[src/rtl/interrupt_scheduler_pkg.sv]
// Shared types for the channel interrupt scheduler.
// Four-phase batch sequencer state and default sizing.
package interrupt_scheduler_pkg;

  typedef enum logic [1:0] {
    ST_IDLE    = 2'd0,
    ST_HOLDOFF = 2'd1,
    ST_ISSUE   = 2'd2,
    ST_WAIT    = 2'd3
  } state_e;

  localparam int unsigned DEF_NUM_CHNL = 12;

endpackage

[src/rtl/interrupt_scheduler.sv]
// Coalesces per-channel events into batched interrupt requests
// and sequences the host read / controller done handshake.
module interrupt_scheduler
  import interrupt_scheduler_pkg::*;
#(
  parameter int unsigned C_NUM_CHNL  = DEF_NUM_CHNL,
  parameter int unsigned C_HOLDOFF   = 16,
  parameter int unsigned C_HOLDOFF_W = 8
) (
  input  logic                  CLK,
  input  logic                  RST_N,
  input  logic [C_NUM_CHNL-1:0] CHNL_INTR,
  input  logic                  CONFIG_INTERRUPT_MSIENABLE,
  input  logic                  VECT_RD,
  output logic [C_NUM_CHNL-1:0] VECT_OUT,
  output logic                  INTR,
  output logic                  INTR_LEGACY_CLR,
  input  logic                  INTR_DONE,
  output logic                  BUSY
);

  localparam logic [C_HOLDOFF_W-1:0] HOLD_INIT =
    (C_HOLDOFF > 0) ? C_HOLDOFF_W'(C_HOLDOFF - 1) : '0;

  state_e                  state_q;
  logic [C_NUM_CHNL-1:0]   pend_q;
  logic [C_NUM_CHNL-1:0]   vect_q;
  logic [C_HOLDOFF_W-1:0]  cnt_q;
  logic                    intr_q;
  logic                    clr_q;
  logic                    mode_q;
  logic                    done_seen_q;
  logic                    read_seen_q;

  logic done_any;
  logic read_any;

  assign done_any = done_seen_q | INTR_DONE;
  assign read_any = read_seen_q | VECT_RD;

  always_ff @(posedge CLK or negedge RST_N) begin
    if (!RST_N) begin
      state_q     <= ST_IDLE;
      pend_q      <= '0;
      vect_q      <= '0;
      cnt_q       <= '0;
      intr_q      <= 1'b0;
      clr_q       <= 1'b0;
      mode_q      <= 1'b0;
      done_seen_q <= 1'b0;
      read_seen_q <= 1'b0;
    end else begin
      intr_q <= 1'b0;
      pend_q <= pend_q | CHNL_INTR;
      unique case (state_q)
        ST_IDLE: begin
          clr_q <= 1'b0;
          if (|pend_q) begin
            if (C_HOLDOFF > 0) begin
              state_q <= ST_HOLDOFF;
              cnt_q   <= HOLD_INIT;
            end else begin
              state_q <= ST_ISSUE;
            end
          end
        end
        ST_HOLDOFF: begin
          if (cnt_q == '0) begin
            state_q <= ST_ISSUE;
          end else begin
            cnt_q <= cnt_q - 1'b1;
          end
        end
        ST_ISSUE: begin
          vect_q      <= pend_q | CHNL_INTR;
          pend_q      <= '0;
          mode_q      <= CONFIG_INTERRUPT_MSIENABLE;
          done_seen_q <= 1'b0;
          read_seen_q <= 1'b0;
          intr_q      <= 1'b1;
          clr_q       <= 1'b0;
          state_q     <= ST_WAIT;
        end
        ST_WAIT: begin
          done_seen_q <= done_any;
          read_seen_q <= read_any;
          // Legacy clear is a level: raised by the first read, dropped by done.
          clr_q <= !mode_q && !done_any &&
                   (clr_q || (VECT_RD && !read_seen_q));
          if (done_any && read_any) begin
            state_q <= ST_IDLE;
          end
        end
        default: state_q <= ST_IDLE;
      endcase
    end
  end

  assign VECT_OUT        = vect_q;
  assign INTR            = intr_q;
  assign INTR_LEGACY_CLR = clr_q;
  assign BUSY            = (state_q != ST_IDLE);

endmodule

[config.mk]
export PLATFORM = sky130hd
export DESIGN_NAME = interrupt_scheduler
export DESIGN_NICKNAME = d
export VERILOG_FILES = /design/src/rtl/interrupt_scheduler_pkg.sv /design/src/rtl/interrupt_scheduler.sv
export SDC_FILE = /design/constraint.sdc
export NUM_CORES = 1
export LEC_CHECK = 0
export BUFFER_PORTS_ARGS = -buffer_cell sky130_fd_sc_hd__buf_2
export CORE_AREA = 2 2 61 63
export CTS_CLUSTER_DIAMETER = 150
export DETAILED_ROUTE_END_ITERATION = 8
export DIE_AREA = 0 0 63 65
export PLACE_DENSITY_LB_ADDON = 0.1
export SLEW_MARGIN = 20
export SYNTH_ARGS = -nofsm -noshare
export SYNTH_HDL_FRONTEND = slang
export SYNTH_SLANG_ARGS = --single-unit
[constraint.sdc]
create_clock -name CLK -period 2.43 [get_ports CLK]
set_input_delay 0.3645 -clock CLK [delete_from_list [all_inputs] [get_ports CLK]]
set_output_delay 0.3645 -clock CLK [all_outputs]
set_load 0.02 [all_outputs]
==> results of run 1 <==
cell usage after synthesis (all sizes together), types with 2 or more instances:
master / number / share of area
dfrtp: 39 / 0.55
nor3: 2 / 0.0056
a31oi: 3 / 0.011
and2b: 2 / 0.0098
buf: 2 / 0.0049
nand4: 3 / 0.011
ha: 8 / 0.056
o22ai: 2 / 0.0070
nor4: 3 / 0.019
nand3b: 2 / 0.0084
a21oi: 22 / 0.062
nor2: 45 / 0.095
inv: 11 / 0.023
clkbuf: 4 / 0.0084
o21ai: 4 / 0.011
nand3: 3 / 0.0084
nand2: 9 / 0.019
metal layers:
layer | global-route usage | up-vias | part of all wire
met2 | 0.302 | 32 | 0.51
li1 | - | 693 | -
met1 | 0.232 | 671 | 0.43
met5 | 0 | - | 0
met4 | 0.0944 | 0 | 0.017
met3 | 0.0469 | 5 | 0.044
area by class of cell:
cell class / count / area (µm²)
Clock buffer: 6 / 51.3
Fill cell: 331 / 1410
Inverter: 11 / 41.3
Timing Repair Buffer: 33 / 183
Sequential cell: 39 / 976
Clock inverter: 2 / 35.0
Tap cell: 48 / 60.1
Multi-Input combinational cell: 125 / 744
power breakdown:
group	total, mW	switching (mW)	internal, mW
sequential	1.03	0.143	0.883
combinational	0.928	0.574	0.354
clock	0.451	0.208	0.243
through the flow:
step / std cells / hold slack (ns) / power, mW / worst slack (ns)
finish: 264 / 0.113 / 2.41 / 0.283
global route: 264 / 0.162 / 2.61 / 0.156
CTS: 264 / 0.129 / 2.44 / 0.282
detailed placement: 256 / 0.484 / 1.98 / 0.318
global placement: 256 / 0.455 / 1.93 / 0.384
floorplan: 181 / 0.0689 / 1.68 / 0.459
layout by cell type, fill, tap and decap left out, types with 2 or more instances in the layout:
cell type / instances
clkbuf_4: 5
dfrtp_1: 39
ha_1: 8
inv_1: 11
a21oi_1: 22
o22ai_1: 2
o21ai_0: 4
buf_2: 31
nand3_1: 3
nor3_1: 2
nand2_1: 9
a31oi_1: 3
nor4_1: 2
nand4_1: 3
nand3b_1: 2
nor2_1: 45
logic make-up after synthesis:
| group | count (synthesis) | share of synthesized area |
|---|---|---|
| buffers and inverters | 17 | 0.0364 |
| DFF | 39 | 0.547 |
| muxes | 2 | 0.0119 |
| adders and majority gates | 8 | 0.0561 |
| and+or+nand+nor | 74 | 0.200 |
| AOI/OAI and AO/OA | 41 | 0.149 |
path summary, 6_finish.rpt:
path                                            startpoint          end  slack, ns  depth (start not counted)
worst max-delay path                            state_q[1]     cnt_q[5]       0.28                          6
worst min-delay path                                 RST_N     cnt_q[5]       0.11                          1
worst max register to register                  state_q[1]     cnt_q[5]       0.28                          6
worst min register to register                    cnt_q[7]     cnt_q[7]       0.49                          1
max in group asynchronous                            RST_N  VECT_OUT[7]       1.79                          1
min in group CLK                CONFIG_INTERRUPT_MSIENABLE       mode_q       0.22                          3
flip-flops by register name (all words and copies together) (netlist names):
register	flops
VECT_OUT	12
pend_q	12
cnt_q	8
state_q	2
INTR	1
INTR_LEGACY_CLR	1
done_seen_q	1
mode_q	1
read_seen_q	1
==> impl_metrics.json, run 1 <==
{
  "outcome": "finished clean",
  "hp-class": "in -> async",
  "firstDrtPassIters": 4,
  "post_cts_resized": 0,
  "cts_root_buffer": "clkbuf_4",
  "slew_headroom": 0.439,
  "slowest_delay_ns": 0.53,
  "ys.flop_type": "dfrtp_1",
  "hold_viol": 0,
  "fin_skew_ns": 0.00383,
  "max_freq_mhz": 466,
  "area_growth_pct": 17.1,
  "ant_nets": 0,
  "p_leak_nw": 0.932,
  "setup_viol": 0,
  "crit_path_max_fanout": 7,
  "die_h_um": 65,
  "clkTransAtPathRegs_ns": 0.11,
  "num_vias": 1401,
  "cts_tree": "yes",
  "worstMarginPinSlew_ns": 0.842,
  "post_dp_cell_area_mm2": 0.00200,
  "die_area_mm2": 0.00410,
  "drtIter0Drc": 89,
  "grt_setup_unrepaired": "no",
  "cp-start-kind": "register",
  "routed_wl_um": 3450,
  "nets": 240,
  "syn_inst": 181,
  "final.min_clock_period_ns": 2.15,
  "initial_utilization": 0.511,
  "antenna_found_initial": 0,
  "ios": 32,
  "grt_pass1_wl_um": 5870,
  "die_x_um": 63,
  "crit_required_ns": 2.67,
  "setup-tns-final_ns": 0,
  "gr-total-overflow": 0,
  "drc": 0,
  "grt.total_usage": 0.186,
  "cts_buffers": 5,
  "peakVddDrop_mv": 0.655,
  "async_flop_share": 1.00,
  "ctsHtreeMaxLevel": 2,
  "globalplace.congestion": 0.915,
  "cts.path.max_buffers": 2,
  "wire_per_inst_um": 13.0,
  "post-cts-setup-buffers": 0,
  "drv_cap": 0,
  "crit_type": "reg -> reg",
  "postSynthAreaPerCell_um2": 9.86,
  "synth_edf_count": 0,
  "path_buf_inv": 1,
  "fin_crit_sh": 0.883,
  "drt-vias-per-instance": 5.31,
  "syn_area_mm2": 0.00179,
  "synth.distinct_cells": 37,
  "final_core_util": 0.598,
  "clk_latency_ns": 0.34,
  "rows": 22,
  "synth_seq_cells": 39,
  "crit_chain": "inv_1 -> ha_1 -> or4b_4 -> a2111oi_4 -> o22ai_1 -> a31o_1",
  "cts.sinks": 39,
  "diodes": 0,
  "maxSlewViolCount": 0,
  "drive_above_1_share": 0.208,
  "critPathCaptureType": "register",
  "design_area_mm2": 0.00209,
  "grt_pass1_vias": 1328,
  "critPathTopFamily": "compound AO/OA/AOI/OAI gates",
  "hold_buffers": 0,
  "cp_data_arrival_time_ns": 2.39,
  "cellPowerDensity_mw_per_mm2": 1150,
  "syn_nets": 206,
  "cpMaxStageDelayCell": "or4b_4",
  "io_buffer_count": 31,
  "ys_seq_area_frac": 0.547,
  "yosysWarningCount": 0,
  "core_area_mm2": 0.00350,
  "grt_max_degree": 40,
  "hpwl_um": 2530
}
Note: power is estimated with default switching activity, not from simulation.
==> inputs of run 2 (changes only) <==
--- a/config.mk
+++ b/config.mk
@@ -6,11 +6,12 @@
 export NUM_CORES = 1
 export LEC_CHECK = 0
 export BUFFER_PORTS_ARGS = -buffer_cell sky130_fd_sc_hd__buf_2
-export CORE_AREA = 2 2 61 63
+export CORE_AREA = 2 2 88 90
 export CTS_CLUSTER_DIAMETER = 150
 export DETAILED_ROUTE_END_ITERATION = 8
-export DIE_AREA = 0 0 63 65
+export DIE_AREA = 0 0 90 92
 export PLACE_DENSITY_LB_ADDON = 0.1
+export SETUP_SLACK_MARGIN = 0.5
 export SLEW_MARGIN = 20
 export SYNTH_ARGS = -nofsm -noshare
 export SYNTH_HDL_FRONTEND = slang
==> run 2 against run 1 <==
Against the previous run:
- final area grew 6.3%
- sequential cell count is the same
- via count shrank 1.1%
- combinational power grew 7.3%
- worst hold slack gained 0.17 ns
- register-to-register slack gained 0.32 ns
- sequential power is essentially flat
- largest cell class unchanged
- highest routed layer unchanged
==> impl_metrics.json, run 2 (synthesis results as in run 1) <==
{
  "outcome": "finished clean",
  "io_buffer_count": 31,
  "cts_buffers": 5,
  "cts_root_buffer": "clkbuf_8",
  "drv_cap": 0,
  "grt_pass1_vias": 1369,
  "gr-total-overflow": 0,
  "nets": 245,
  "cts.sinks": 39,
  "fillers": 832,
  "grt.total_usage": 0.105,
  "diodes": 0,
  "wire_per_inst_um": 12.2,
  "max_freq_mhz": 547,
  "core_area_mm2": 0.00745,
  "startpoint": "state_q[0]",
  "peakVddDrop_mv": 0.388,
  "grt_setup_unrepaired": "no",
  "cts.path.max_buffers": 2,
  "maxSlewViolCount": 0,
  "setup_viol": 0,
  "hold_viol": 0,
  "die_area_mm2": 0.00828,
  "firstDrtPassIters": 4,
  "drtIter0Drc": 48,
  "setup-tns-final_ns": 0,
  "cellPowerDensity_mw_per_mm2": 1110,
  "initial_utilization": 0.240,
  "reg2reg_from": "state_q[0]",
  "power_mw": 2.47,
  "post_dp_cell_area_mm2": 0.00209,
  "hp-class": "in -> reg",
  "grt_pass1_wl_um": 6940,
  "clk_latency_ns": 0.29,
  "globalplace.congestion": 0.699,
  "drt-met1-wl_um": 1940,
  "grt_max_degree": 30,
  "hpwl_um": 2870,
  "critPathCaptureType": "register",
  "r2r_slack_ns": 0.60,
  "clkTransAtPathRegs_ns": 0.08,
  "fin_crit_sh": 0.753,
  "fin_skew_ns": 0.00570,
  "crit_type": "reg -> reg",
  "die_h_um": 92,
  "area_growth_pct": 24.5,
  "crit_path_max_fanout": 7,
  "cp-start-kind": "register",
  "ctsHtreeMaxLevel": 2,
  "reg2reg_to": "cnt_q[5]",
  "drc": 0,
  "rows": 32,
  "final_common_cell": "nor2_1",
  "worstMarginPinSlew_ns": 0.600,
  "antenna_found_initial": 0,
  "cp_data_arrival_time_ns": 2.01,
  "drt-vias-per-instance": 4.29,
  "wl_met2_um": 1790,
  "routed_wl_um": 3930,
  "ios": 32,
  "drive_above_1_share": 0.249,
  "rr_worst_depth": 5,
  "cts_tree": "yes",
  "crit_end": "cnt_q[5]",
  "num_vias": 1386,
  "design_area_mm2": 0.00222,
  "wl_met3_um": 172,
  "top_layer_used": "met4",
  "crit_required_ns": 2.61,
  "layout_common_cells": "nor2_1 (45), dfrtp_1 (38), buf_2 (31), a21oi_1 (22)",
  "final.min_clock_period_ns": 1.83,
  "die_x_um": 90,
  "slew_headroom": 0.597,
  "ant_nets": 0,
  "p_leak_nw": 0.943
}
-- run 2: changes by cell type in the layout (fill, tap and decap cells not counted), moves of 2 or more --
cell and change:
buf_4 +4, clkbuf_4 -5, clkbuf_8 +4, clkinvlp_4 +2, ha_1 -2, inv_1 -2
inv_2 +2
-- run 2: stage by stage --
stage | utilization | hold slack, ns | instances | setup slack (ns)
3_3_place_gp | 0.281 | 0.272 | 311 | 0.431
5_1_grt | 0.299 | 0.290 | 323 | 0.503
4_1_cts | 0.298 | 0.280 | 323 | 0.552
6_report | 0.299 | 0.287 | 323 | 0.601
3_5_place_dp | 0.281 | 0.270 | 311 | 0.404
2_1_floorplan | - | 0.0689 | 181 | 0.509
-- run 2: power by group --
group,internal (mW),switching [mW]
sequential,0.886,0.146
combinational,0.393,0.602
clock,0.200,0.244
-- run 2: worst max-delay path, stage by stage, from the launching register on --
cell,delay [ns]
dfrtp_1,0.47
ha_4,0.20
or4b_4,0.50
a2111oi_4,0.23
o22ai_1,0.14
a31o_1,0.20
-- run 2: layer usage --
layer	track usage	vias to the layer above
met5	0	-
met4	0.0308	0
met3	0.0320	2
met2	0.169	22
met1	0.137	659
li1	-	703
-- run 2: what timing repair did --
| action | 4_1_cts | 5_1_grt |
|---|---|---|
| pin swaps | 2 | 2 |
| gates cloned | 0 | 0 |
| hold buffers | 1 | 0 |
| buffers inserted | 3 | 0 |
| endpoints found under the setup margin | 2 | 3 |
| gates resized for setup | 2 | 3 |
| hold endpoints to repair | 10 | 0 |
-- run 2: cell type report --
class | count | area, µm² | area share
inverter | 11 | 41.3 | 0.0186
sequential | 39 | 977 | 0.440
clock buffer | 5 | 68.8 | 0.0310
multi-input combinational | 125 | 766 | 0.344
timing repair buffer | 38 | 223 | 0.100
clock inverter | 3 | 20.0 | 0.00900
tap | 102 | 128 | 0.0574
-- run 2: worst min-delay path by stage --
stage	slack [ns]	startpoint	cells after the start	to
5_1_grt	0.29	CONFIG_INTERRUPT_MSIENABLE	3	mode_q
2_1_floorplan	0.07	RST_N	0	INTR
3_5_place_dp	0.27	RST_N	1	cnt_q[3]
6_report	0.29	CONFIG_INTERRUPT_MSIENABLE	3	mode_q
3_3_place_gp	0.27	RST_N	1	cnt_q[3]
4_1_cts	0.28	CONFIG_INTERRUPT_MSIENABLE	3	mode_q
==> inputs of run 3 (changes only) <==
==> constraint.sdc (replaced) <==
create_clock -name CLK -period 1.5 [get_ports CLK]
set_input_delay 0.225 -clock CLK [delete_from_list [all_inputs] [get_ports CLK]]
set_output_delay 0.225 -clock CLK [all_outputs]
set_load 0.02 [all_outputs]
==> run 3 against run 2 <==
Against the previous run:
- the run now ends with negative setup slack left
- final area up 34%
- combinational power rose to 3.1 times the previous value
- sequential share of layout area down 11 points
- worst setup slack worse by 0.84 ns
- sequential cell count unchanged
- via count up 17%
- clock-buffer cell count up 1
==> impl_metrics.json, run 3 (synthesis results as in run 1) <==
{
  "outcome": "finished with violations",
  "violations": "negative setup slack",
  "fin_ws_ns": -0.239,
  "wire_per_inst_um": 13.1,
  "cp_data_arrival_time_ns": 1.92,
  "cts_tree": "yes",
  "gr-total-overflow": 0,
  "slew_headroom": 0.661,
  "cts_root_buffer": "clkbuf_8",
  "firstDrtPassIters": 4,
  "peakVddDrop_mv": 0.689,
  "maxSlewViolCount": 0,
  "die_area_mm2": 0.00828,
  "drt-vias-per-instance": 4.36,
  "cts.sinks": 39,
  "rows": 32,
  "max_freq_mhz": 575,
  "core_area_mm2": 0.00745,
  "hold_viol": 0,
  "grt_max_degree": 24,
  "drv_cap": 0,
  "clk_latency_ns": 0.29,
  "cellPowerDensity_mw_per_mm2": 1930,
  "setup-tns-final_ns": -1.24,
  "drive_above_1_share": 0.483,
  "hpwl_um": 3160,
  "drtIter0Drc": 43,
  "final.min_clock_period_ns": 1.74,
  "ios": 32,
  "antenna_found_initial": 0,
  "power_mw": 5.73,
  "fin_crit_sh": 1.16,
  "setup_viol": 11,
  "crit_type": "reg -> reg",
  "holdWs_ns": 0.149,
  "globalplace.congestion": 0.724,
  "p_leak_nw": 1.30,
  "clkTransAtPathRegs_ns": 0.09,
  "post_dp_cell_area_mm2": 0.00239,
  "fillers": 745,
  "initial_utilization": 0.240,
  "design_area_mm2": 0.00297,
  "hp-class": "in -> reg",
  "critPathCaptureType": "register",
  "routed_wl_um": 4860,
  "grt_pass1_wl_um": 7910,
  "drc": 0,
  "worstMarginPinSlew_ns": 0.504,
  "num_vias": 1618,
  "nets": 293,
  "ctsHtreeMaxLevel": 2,
  "grt.total_usage": 0.119,
  "layout_common_cells": "nor2_1 (42), buf_4 (42), dfrtp_1 (39), buf_6 (21)",
  "fin_skew_ns": 0.00867,
  "cts_buffers": 5,
  "cts.path.max_buffers": 2,
  "die_h_um": 92,
  "diodes": 0,
  "area_growth_pct": 66.4,
  "io_buffer_count": 31,
  "ant_nets": 0,
  "cp-start-kind": "register",
  "die_x_um": 90,
  "grt_pass1_vias": 1656,
  "crit_required_ns": 1.68,
  "crit_path_max_fanout": 4,
  "grt_setup_unrepaired": "yes"
}
## run 3: cell types whose count changed in the layout (fill, tap and decap cells not counted), moves of 4 or more
cell | previous run | this run
a21oi_2 | 0 | 7
a21oi_1 | 22 | 15
buf_6 | 0 | 21
inv_1 | 9 | 5
buf_4 | 5 | 42
buf_2 | 31 | 15
## run 3: critical path, stage by stage, from the launching register on
cell and delay [ns]:
dfrtp_1 0.40, inv_2 0.08, ha_4 0.14, or4b_4 0.49, a2111oi_4 0.23, o22ai_1 0.11
a31o_1 0.19
## run 3: layer usage
layer / up-vias / wire length, µm / track usage
met1: 784 / 2240 / 0.155
li1: 802 / - / -
met2: 25 / 2430 / 0.197
met4: 0 / 76 / 0.0423
met5: - / 0 / 0
met3: 7 / 118 / 0.0255
## run 3: final timing paths
kind                                            start   endpoint  slack [ns]  cells past startpoint
setup / recovery                           state_q[1]   cnt_q[5]       -0.24                      6
hold / removal             CONFIG_INTERRUPT_MSIENABLE     mode_q        0.15                      3
setup reg to reg                           state_q[1]   cnt_q[5]       -0.24                      6
hold reg to reg                              cnt_q[7]   cnt_q[7]        0.51                      1
max in group asynchronous                       RST_N   cnt_q[4]        0.70                      3
min in group asynchronous                       RST_N  pend_q[2]        0.39                      2
## run 3: area by class of cell
class	count	area (µm²)	area share
flip-flops and latches	39	976	0.329
multi-input cells	125	915	0.308
repair buffers	86	782	0.263
well taps	102	128	0.0430
clock buffers	6	82.6	0.0278
inverters	11	48.8	0.0164
clock inverters	2	38.8	0.0131
## run 3: metrics by stage
stage	setup WS, ns	instances	util
4_1_cts	-0.233	364	0.376
5_1_grt	-0.348	371	0.399
2_1_floorplan	-0.219	181	-
6_report	-0.239	371	0.399
3_3_place_gp	-0.205	348	0.321
3_5_place_dp	-0.221	348	0.321
## run 3: power breakdown
group / internal [mW] / switching (mW)
Sequential: 1.44 / 0.284
Combinational: 1.68 / 1.38
Clock: 0.548 / 0.401
## run 3: repair_timing
action / CTS / global route
setup buffers: 6 / 5
endpoints found under the setup margin: 54 / 77
endpoints found under the hold margin: 16 / 0
resized for setup: 56 / 22
gates cloned: 1 / 2
pin swaps: 11 / 8
hold buffers: 1 / 0
